===== config.mk =====
export PLATFORM = sky130hd
export DESIGN_NAME = boot_load_sequencer
export DESIGN_NICKNAME = d
export VERILOG_FILES = /design/src/rtl/boot_pkg.sv /design/src/rtl/boot_watchdog.sv /design/src/rtl/boot_load_sequencer.sv
export SDC_FILE = /design/constraint.sdc
export NUM_CORES = 1
export LEC_CHECK = 0
export CAP_MARGIN = 20
export CORE_MARGIN = 1
export CORE_UTILIZATION = 51
export DETAILED_ROUTE_END_ITERATION = 7
export GPL_TIMING_DRIVEN = 0
export PLACE_DENSITY = 0.8
export SLEW_MARGIN = 10
export SYNTH_ARGS = -nofsm -noshare
export SYNTH_HDL_FRONTEND = slang
export SYNTH_SLANG_ARGS = --single-unit

===== constraint.sdc =====
create_clock -name boot_seq_clk_i -period 2.59 [get_ports boot_seq_clk_i]
set_clock_uncertainty 0.05 [all_clocks]
set_input_delay 0.518 -clock boot_seq_clk_i [delete_from_list [all_inputs] [get_ports boot_seq_clk_i]]
set_output_delay 0.518 -clock boot_seq_clk_i [all_outputs]
set_load 0.05 [all_outputs]

===== src/rtl/boot_pkg.sv =====
// Shared definitions for the boot load sequencer.
//   state_e      : FSM state encoding
//   PH_*         : slot phase numbering, mirrors the SRAM write controller
//   WE_*         : write_enable encodings driven to the SRAM write controller
package boot_pkg;

   typedef enum logic [2:0] {
      IDLE  = 3'd0,
      WAIT  = 3'd1,
      LOAD  = 3'd2,
      DONE  = 3'd3,
      ERROR = 3'd4
   } state_e;

   localparam logic [1:0] PH_POP     = 2'd0;
   localparam logic [1:0] PH_SETTLE  = 2'd1;
   localparam logic [1:0] PH_WRITE   = 2'd2;
   localparam logic [1:0] PH_RELEASE = 2'd3;

   localparam logic [1:0] WE_OFF  = 2'b00;
   localparam logic [1:0] WE_LOAD = 2'b11;

endpackage


===== src/rtl/boot_watchdog.sv =====
// Cycle watchdog for the boot load sequencer.
//   clk, rst_n : clock, async active-low reset
//   clr        : synchronous clear (priority over en)
//   en         : count this cycle
//   expired    : high during the LIMIT-th consecutive enabled cycle, so the
//                owner reacts on the edge that ends that cycle
module boot_watchdog #(
   parameter int unsigned LIMIT = 65535
) (
   input  logic clk,
   input  logic rst_n,
   input  logic clr,
   input  logic en,
   output logic expired
);

   localparam int W = $clog2(LIMIT + 1);

   logic [W-1:0] count;

   always_ff @(posedge clk or negedge rst_n) begin
      if (!rst_n)
         count <= '0;
      else if (clr)
         count <= '0;
      else if (en)
         count <= count + 1'b1;
   end

   assign expired = en && (count == W'(LIMIT - 1));

endmodule


===== src/rtl/boot_load_sequencer.sv =====
// Boot load sequencer: moves the boot image from the boot FIFO into program
// SRAM by driving the SRAM write controller, counts committed words, and
// keeps the microprocessor in reset until the image is complete.
//
// Ports:
//   boot_seq_clk_i, boot_seq_rst_n_i : clock, async active-low reset
//   start_i, bypass_i                : start pulse (IDLE only); bypass skips load
//   fifo_empty_i                     : boot FIFO empty flag
//   micro_control_o                  : 1 = loader owns SRAM, 0 = micro owns it
//   write_enable_o                   : [1] slot counter run, [0] strobe enable
//   micro_rst_n_o                    : active-low micro reset
//   boot_busy_o, boot_done_o, boot_err_o : status
//   word_count_o                     : words committed so far
//
// Optional feature macro: BOOT_SEQ_TIMEOUT_EN adds a WAIT-state watchdog that
// moves the FSM to ERROR after TIMEOUT_CYCLES cycles without FIFO data.
// Without it boot_err_o is tied low and ERROR is unreachable.
module boot_load_sequencer
   import boot_pkg::*;
#(
   parameter int unsigned ADDRESS_WIDTH  = 13,
   parameter int unsigned BOOT_WORDS     = 8192,
   parameter int unsigned TIMEOUT_CYCLES = 65535
) (
   input  logic                     boot_seq_clk_i,
   input  logic                     boot_seq_rst_n_i,
   input  logic                     start_i,
   input  logic                     bypass_i,
   input  logic                     fifo_empty_i,
   output logic                     micro_control_o,
   output logic [1:0]               write_enable_o,
   output logic                     micro_rst_n_o,
   output logic                     boot_busy_o,
   output logic                     boot_done_o,
   output logic                     boot_err_o,
   output logic [ADDRESS_WIDTH:0]   word_count_o
);

   localparam logic [ADDRESS_WIDTH:0] LAST_WORD = (ADDRESS_WIDTH + 1)'(BOOT_WORDS);

   if ((BOOT_WORDS < 1) || (BOOT_WORDS > (2 ** ADDRESS_WIDTH)) || (TIMEOUT_CYCLES < 1)) begin : g_bad_param
      $error("boot_load_sequencer: illegal BOOT_WORDS or TIMEOUT_CYCLES");
   end

   state_e                 state;
   logic [1:0]             phase;
   logic [ADDRESS_WIDTH:0] word_next;
   // Low for the first clock after reset release so a start pulse coinciding
   // with reset deassertion is not taken.
   logic                   armed;

   assign word_next = word_count_o + 1'b1;

`ifdef BOOT_SEQ_TIMEOUT_EN
   logic wd_expired;
   logic err_q;

   // Clearing whenever we are not in WAIT also covers the clear on entering LOAD.
   boot_watchdog #(
      .LIMIT (TIMEOUT_CYCLES)
   ) u_watchdog (
      .clk     (boot_seq_clk_i),
      .rst_n   (boot_seq_rst_n_i),
      .clr     (state != WAIT),
      .en      (state == WAIT),
      .expired (wd_expired)
   );

   assign boot_err_o = err_q;
`else
   assign boot_err_o = 1'b0;
`endif

   always_ff @(posedge boot_seq_clk_i or negedge boot_seq_rst_n_i) begin
      if (!boot_seq_rst_n_i) begin
         state           <= IDLE;
         phase           <= PH_POP;
         armed           <= 1'b0;
         micro_control_o <= 1'b1;
         write_enable_o  <= WE_OFF;
         micro_rst_n_o   <= 1'b0;
         boot_busy_o     <= 1'b0;
         boot_done_o     <= 1'b0;
         word_count_o    <= '0;
`ifdef BOOT_SEQ_TIMEOUT_EN
         err_q           <= 1'b0;
`endif
      end else begin
         armed <= 1'b1;
         case (state)
            IDLE: begin
               if (start_i && armed) begin
                  if (bypass_i) begin
                     state           <= DONE;
                     micro_control_o <= 1'b0;
                     boot_done_o     <= 1'b1;
                  end else begin
                     state       <= WAIT;
                     boot_busy_o <= 1'b1;
                  end
               end
            end

            WAIT: begin
               if (!fifo_empty_i) begin
                  state          <= LOAD;
                  phase          <= PH_POP;
                  write_enable_o <= WE_LOAD;
               end
`ifdef BOOT_SEQ_TIMEOUT_EN
               else if (wd_expired) begin
                  state       <= ERROR;
                  boot_busy_o <= 1'b0;
                  err_q       <= 1'b1;
               end
`endif
            end

            LOAD: begin
               // Phase tracks the controller's slot counter; a begun slot
               // always runs to PH_RELEASE regardless of the FIFO flag.
               phase <= phase + 2'd1;
               if (phase == PH_RELEASE) begin
                  word_count_o <= word_next;
                  if (word_next == LAST_WORD) begin
                     state           <= DONE;
                     write_enable_o  <= WE_OFF;
                     boot_busy_o     <= 1'b0;
                     micro_control_o <= 1'b0;
                     boot_done_o     <= 1'b1;
                  end else if (fifo_empty_i) begin
                     // Dropping write_enable clears the downstream slot counter.
                     state          <= WAIT;
                     write_enable_o <= WE_OFF;
                  end
               end
            end

            DONE: begin
               // Released one cycle after ownership moved to the micro.
               micro_rst_n_o <= 1'b1;
            end

            ERROR: ;

            default: state <= IDLE;
         endcase
      end
   end

endmodule


==> impl_metrics.env, run 1 <==
export IMPL_run_status="completed"
export IMPL_drv_cap=0
export IMPL_max_freq_mhz=436
export IMPL_critPathArrivalTime_ns=1.72
export IMPL_netSwitchingFraction_pct=46.1
export IMPL_diodes=0
export IMPL_ctsHtreeMaxLevel=1
export IMPL_global_route_peak_usage_layer="met2"
export IMPL_effective_utilization_at_floorplan_pct=54.1
export IMPL_period_share_pct=88.5
export IMPL_fin_area_um2=1670
export IMPL_crit_path_cell_trace="clkdlybuf4s50_1"
export IMPL_areaGrowthSynthToFinish_pct=24.5
export IMPL_vias_in_the_first_global_route=1019
export IMPL_core_area_um2=2480
export IMPL_drt_iter0_drcs=26
export IMPL_critical_path_s_top_delay_family="buffers and inverters"
export IMPL_postSynthCellCount=134
export IMPL_drt_pass1_iterations=4
export IMPL_synthDominantAreaCellType="dfrtp_1"
export IMPL_syn_nets=142
export IMPL_setup_tns_ns=0
export IMPL_placement_cell_area_um2=1620
export IMPL_share_of_power_burned_in_combinational_logic_pct=48.5
export IMPL_global_routing_met3_resource_utilization_pct=2.59
export IMPL_end_kind="output port"
export IMPL_synth_main_ff_cell="dfrtp_1"
export IMPL_top_library_cells_by_usage_in_the_layout_fill_and_taps_aside="clkdlybuf4s50_1 (24), dfrtp_1 (23), nand2_1 (14)"
export IMPL_critPathKind="reg2out"
export IMPL_power_density_nw_per_um2=923
export IMPL_synth_top_cell_area_share_pct=42.9
export IMPL_num_nets_final=172
export IMPL_floorplan_die_width_um=53.3
export IMPL_power_internal_uw=831
export IMPL_buffer_ports_inserted=24
export IMPL_num_rows=18
export IMPL_cts_made_buffers=3
export IMPL_power_frac_clock_pct=13.1
export IMPL_height_of_the_die_um=53.3
export IMPL_synth_lib_cells_used_distinct=42
export IMPL_total_power_uw=1540
export IMPL_syn_area_per_cell_um2=10.0
export IMPL_post_route_util_pct=67.4
export IMPL_drt_wl_total_um=2670
export IMPL_sequentialPowerShare_pct=38.4
export IMPL_groute_usage_overall_pct=21.7
export IMPL_p_leak_uw=0.000682
export IMPL_die_area_um2=2840
export IMPL_drt_drc_violations_left=0
export IMPL_postSynthRegisterBits=24
export IMPL_via_count=1088
export IMPL_syn_cell_area_um2=1340
export IMPL_pre_cts_ws_ns=0.361
export IMPL_synth_yosys_warnings=0
export IMPL_ir_worst_vdd_mv=0.977
export IMPL_post_route_cells_drive_above_1_share_pct=11.7
export IMPL_postRouteAntennaNets=0
export IMPL_register_clock_pin_slew_on_the_reported_worst_setup_and_hold_paths_ns=0.13
export IMPL_post_cts_buffers=0
export IMPL_synth_seq_area_share_pct=44.9
export IMPL_vias_per_inst=5.64
export IMPL_final_setup_viol_count=0
export IMPL_period_needed_ns=2.29
export IMPL_cts_resized=0
export IMPL_routedWlPerCell_um=13.9
export IMPL_ys_top_cells_by_area="dfrtp_1 (43%), xnor2_1 (7.2%), nand2_1 (3.9%)"
export IMPL_final_critical_path_setup_slack_ns=0.298
export IMPL_timing_critical_path_slowest_stage_cell="clkdlybuf4s50_1"
export IMPL_grt_antenna_before_repair=0
export IMPL_clockBufferDepth=2
export IMPL_slew_headroom_pct=65.3
export IMPL_timing_max_transition_violations_final=0
export IMPL_globalplace_congestion=0.775
export IMPL_critical_path_buf_inv_count=1
export IMPL_dpl_hpwl_um=1990
export IMPL_grt_met1_usage_pct=26.9
export IMPL_post_cts_hold_buffer_count=0
export IMPL_worst_ep_required_time_ns=2.02
export IMPL_crit_path_max_incr_delay_ns=0.86
export IMPL_worstHoldPathType="reg2reg"
export IMPL_final_hold_violation_count=0
export IMPL_worst_setup_path_start_kind="flop"
export IMPL_grt_overflow_total=0
export IMPL_design_portCount=26
export IMPL_cts_sinks=24
export IMPL_postSynth_asyncResetShare_pct=100
export IMPL_timing_worst_slew_pin_value_ns=0.519
export IMPL_synth_enable_flop_cells=0
export IMPL_grt_util_met2_pct=36.7
export IMPL_grt_first_pass_wirelength_um=4440
export IMPL_layout_commonest_cell="clkdlybuf4s50_1"
export IMPL_p_switching_uw=711
export IMPL_filler_cell_count=206
export IMPL_crit_path_max_fanout=7
export IMPL_largest_net_degree_at_the_start_of_global_routing=25
export IMPL_insertion_delay_ns=0.32
export IMPL_tritoncts="built"
export IMPL_rsz0062_at_grt="false"
export IMPL_clk_root_buffer_cell="clkbuf_4"
==> path summary, 6_finish.rpt <==
check,start,end,slack [ns],cells past startpoint
worst max-delay path,word_count_o[3],word_count_o[3],0.30,1
worst max register to register,word_count_o[0],write_enable_o[0],0.33,7
min in group asynchronous,boot_seq_rst_n_i,word_count_o[7],0.47,1
worst min-delay path,micro_control_o,micro_control_o,0.41,2
worst min register to register,micro_control_o,micro_control_o,0.41,2
max in group asynchronous,boot_seq_rst_n_i,micro_control_o,1.47,2
==> registers in the layout (all words and copies together) (netlist names) <==
name	flops
armed	1
write_enable_o	1
state	2
micro_rst_n_o	1
micro_control_o	1
phase	2
boot_done_o	1
word_count_o	14
boot_busy_o	1
==> cell families after synthesis <==
group / Yosys count / share of synthesized area (%)
DFF: 24 / 44.9
adders and majority gates: 3 / 2.80
xor gates and xnor gates: 15 / 9.79
muxes: 1 / 0.746
other: 2 / 0.560
AOI/OAI and AO/OA: 21 / 10.9
and+or+nand+nor: 59 / 27.1
buffers and inverters: 9 / 3.17
==> cell usage after synthesis (3+ instances only) <==
cell / count
nor2_1: 10
ha_1: 3
xnor2_1: 11
nor3_1: 8
inv_1: 4
nand3_1: 3
o21ai_0: 3
dfrtp_1: 23
nand2_1: 14
xor2_1: 4
nor4_1: 4
a21oi_1: 5
nand4_1: 4
==> metrics by stage <==
| step | cells | hold WS (ns) |
|---|---|---|
| global placement | 188 | 0.384 |
| finish | 193 | 0.410 |
| floorplan | 134 | 0.172 |
| global route | 193 | 0.442 |
| CTS | 192 | 0.410 |
| detailed placement | 188 | 0.390 |
==> tightest hold or removal path: stages, from the launching register on <==
cell and delay [ns]:
dfstp_2 0.40, inv_1 0.04, a211oi_1 0.04
==> power groups by stage <==
| stage | combinational [uW] | sequential, uW | clock (uW) |
|---|---|---|---|
| floorplan | 331 | 785 | 0 |
| global placement | 722 | 591 | 0 |
| detailed placement | 747 | 598 | 0 |
| CTS | 749 | 591 | 211 |
| global route | 814 | 608 | 221 |
| finish | 748 | 592 | 202 |
==> metal layers <==
layer | share of wire [%] | vias to the layer above | wire (um)
li1 | - | 533 | -
met1 | 46 | 524 | 1220
met2 | 49 | 26 | 1320
met3 | 3.1 | 5 | 83
met4 | 1.8 | 0 | 49
met5 | 0 | - | 0
==> cell type report <==
type	count	area (um2)	area share (%)
inverters	4	15.0	0.899
flip-flops and latches	24	602	36.0
clock buffers	4	36.3	2.17
repair buffers	25	255	15.3
plain buffers	5	27.5	1.65
multi-input cells	101	697	41.7
well taps	30	37.5	2.25
(Power assumes the default switching activity.)
==> inputs of run 2 (changes only) <==
--- a/config.mk
+++ b/config.mk
@@ -5,7 +5,7 @@
 export SDC_FILE = /design/constraint.sdc
 export NUM_CORES = 1
 export LEC_CHECK = 0
-export CAP_MARGIN = 20
+export CAP_MARGIN = 15
 export CORE_MARGIN = 1
 export CORE_UTILIZATION = 51
 export DETAILED_ROUTE_END_ITERATION = 7
==> results of run 2 <==
Same layout as run 1: the final DEF is identical, and so are final timing and power.
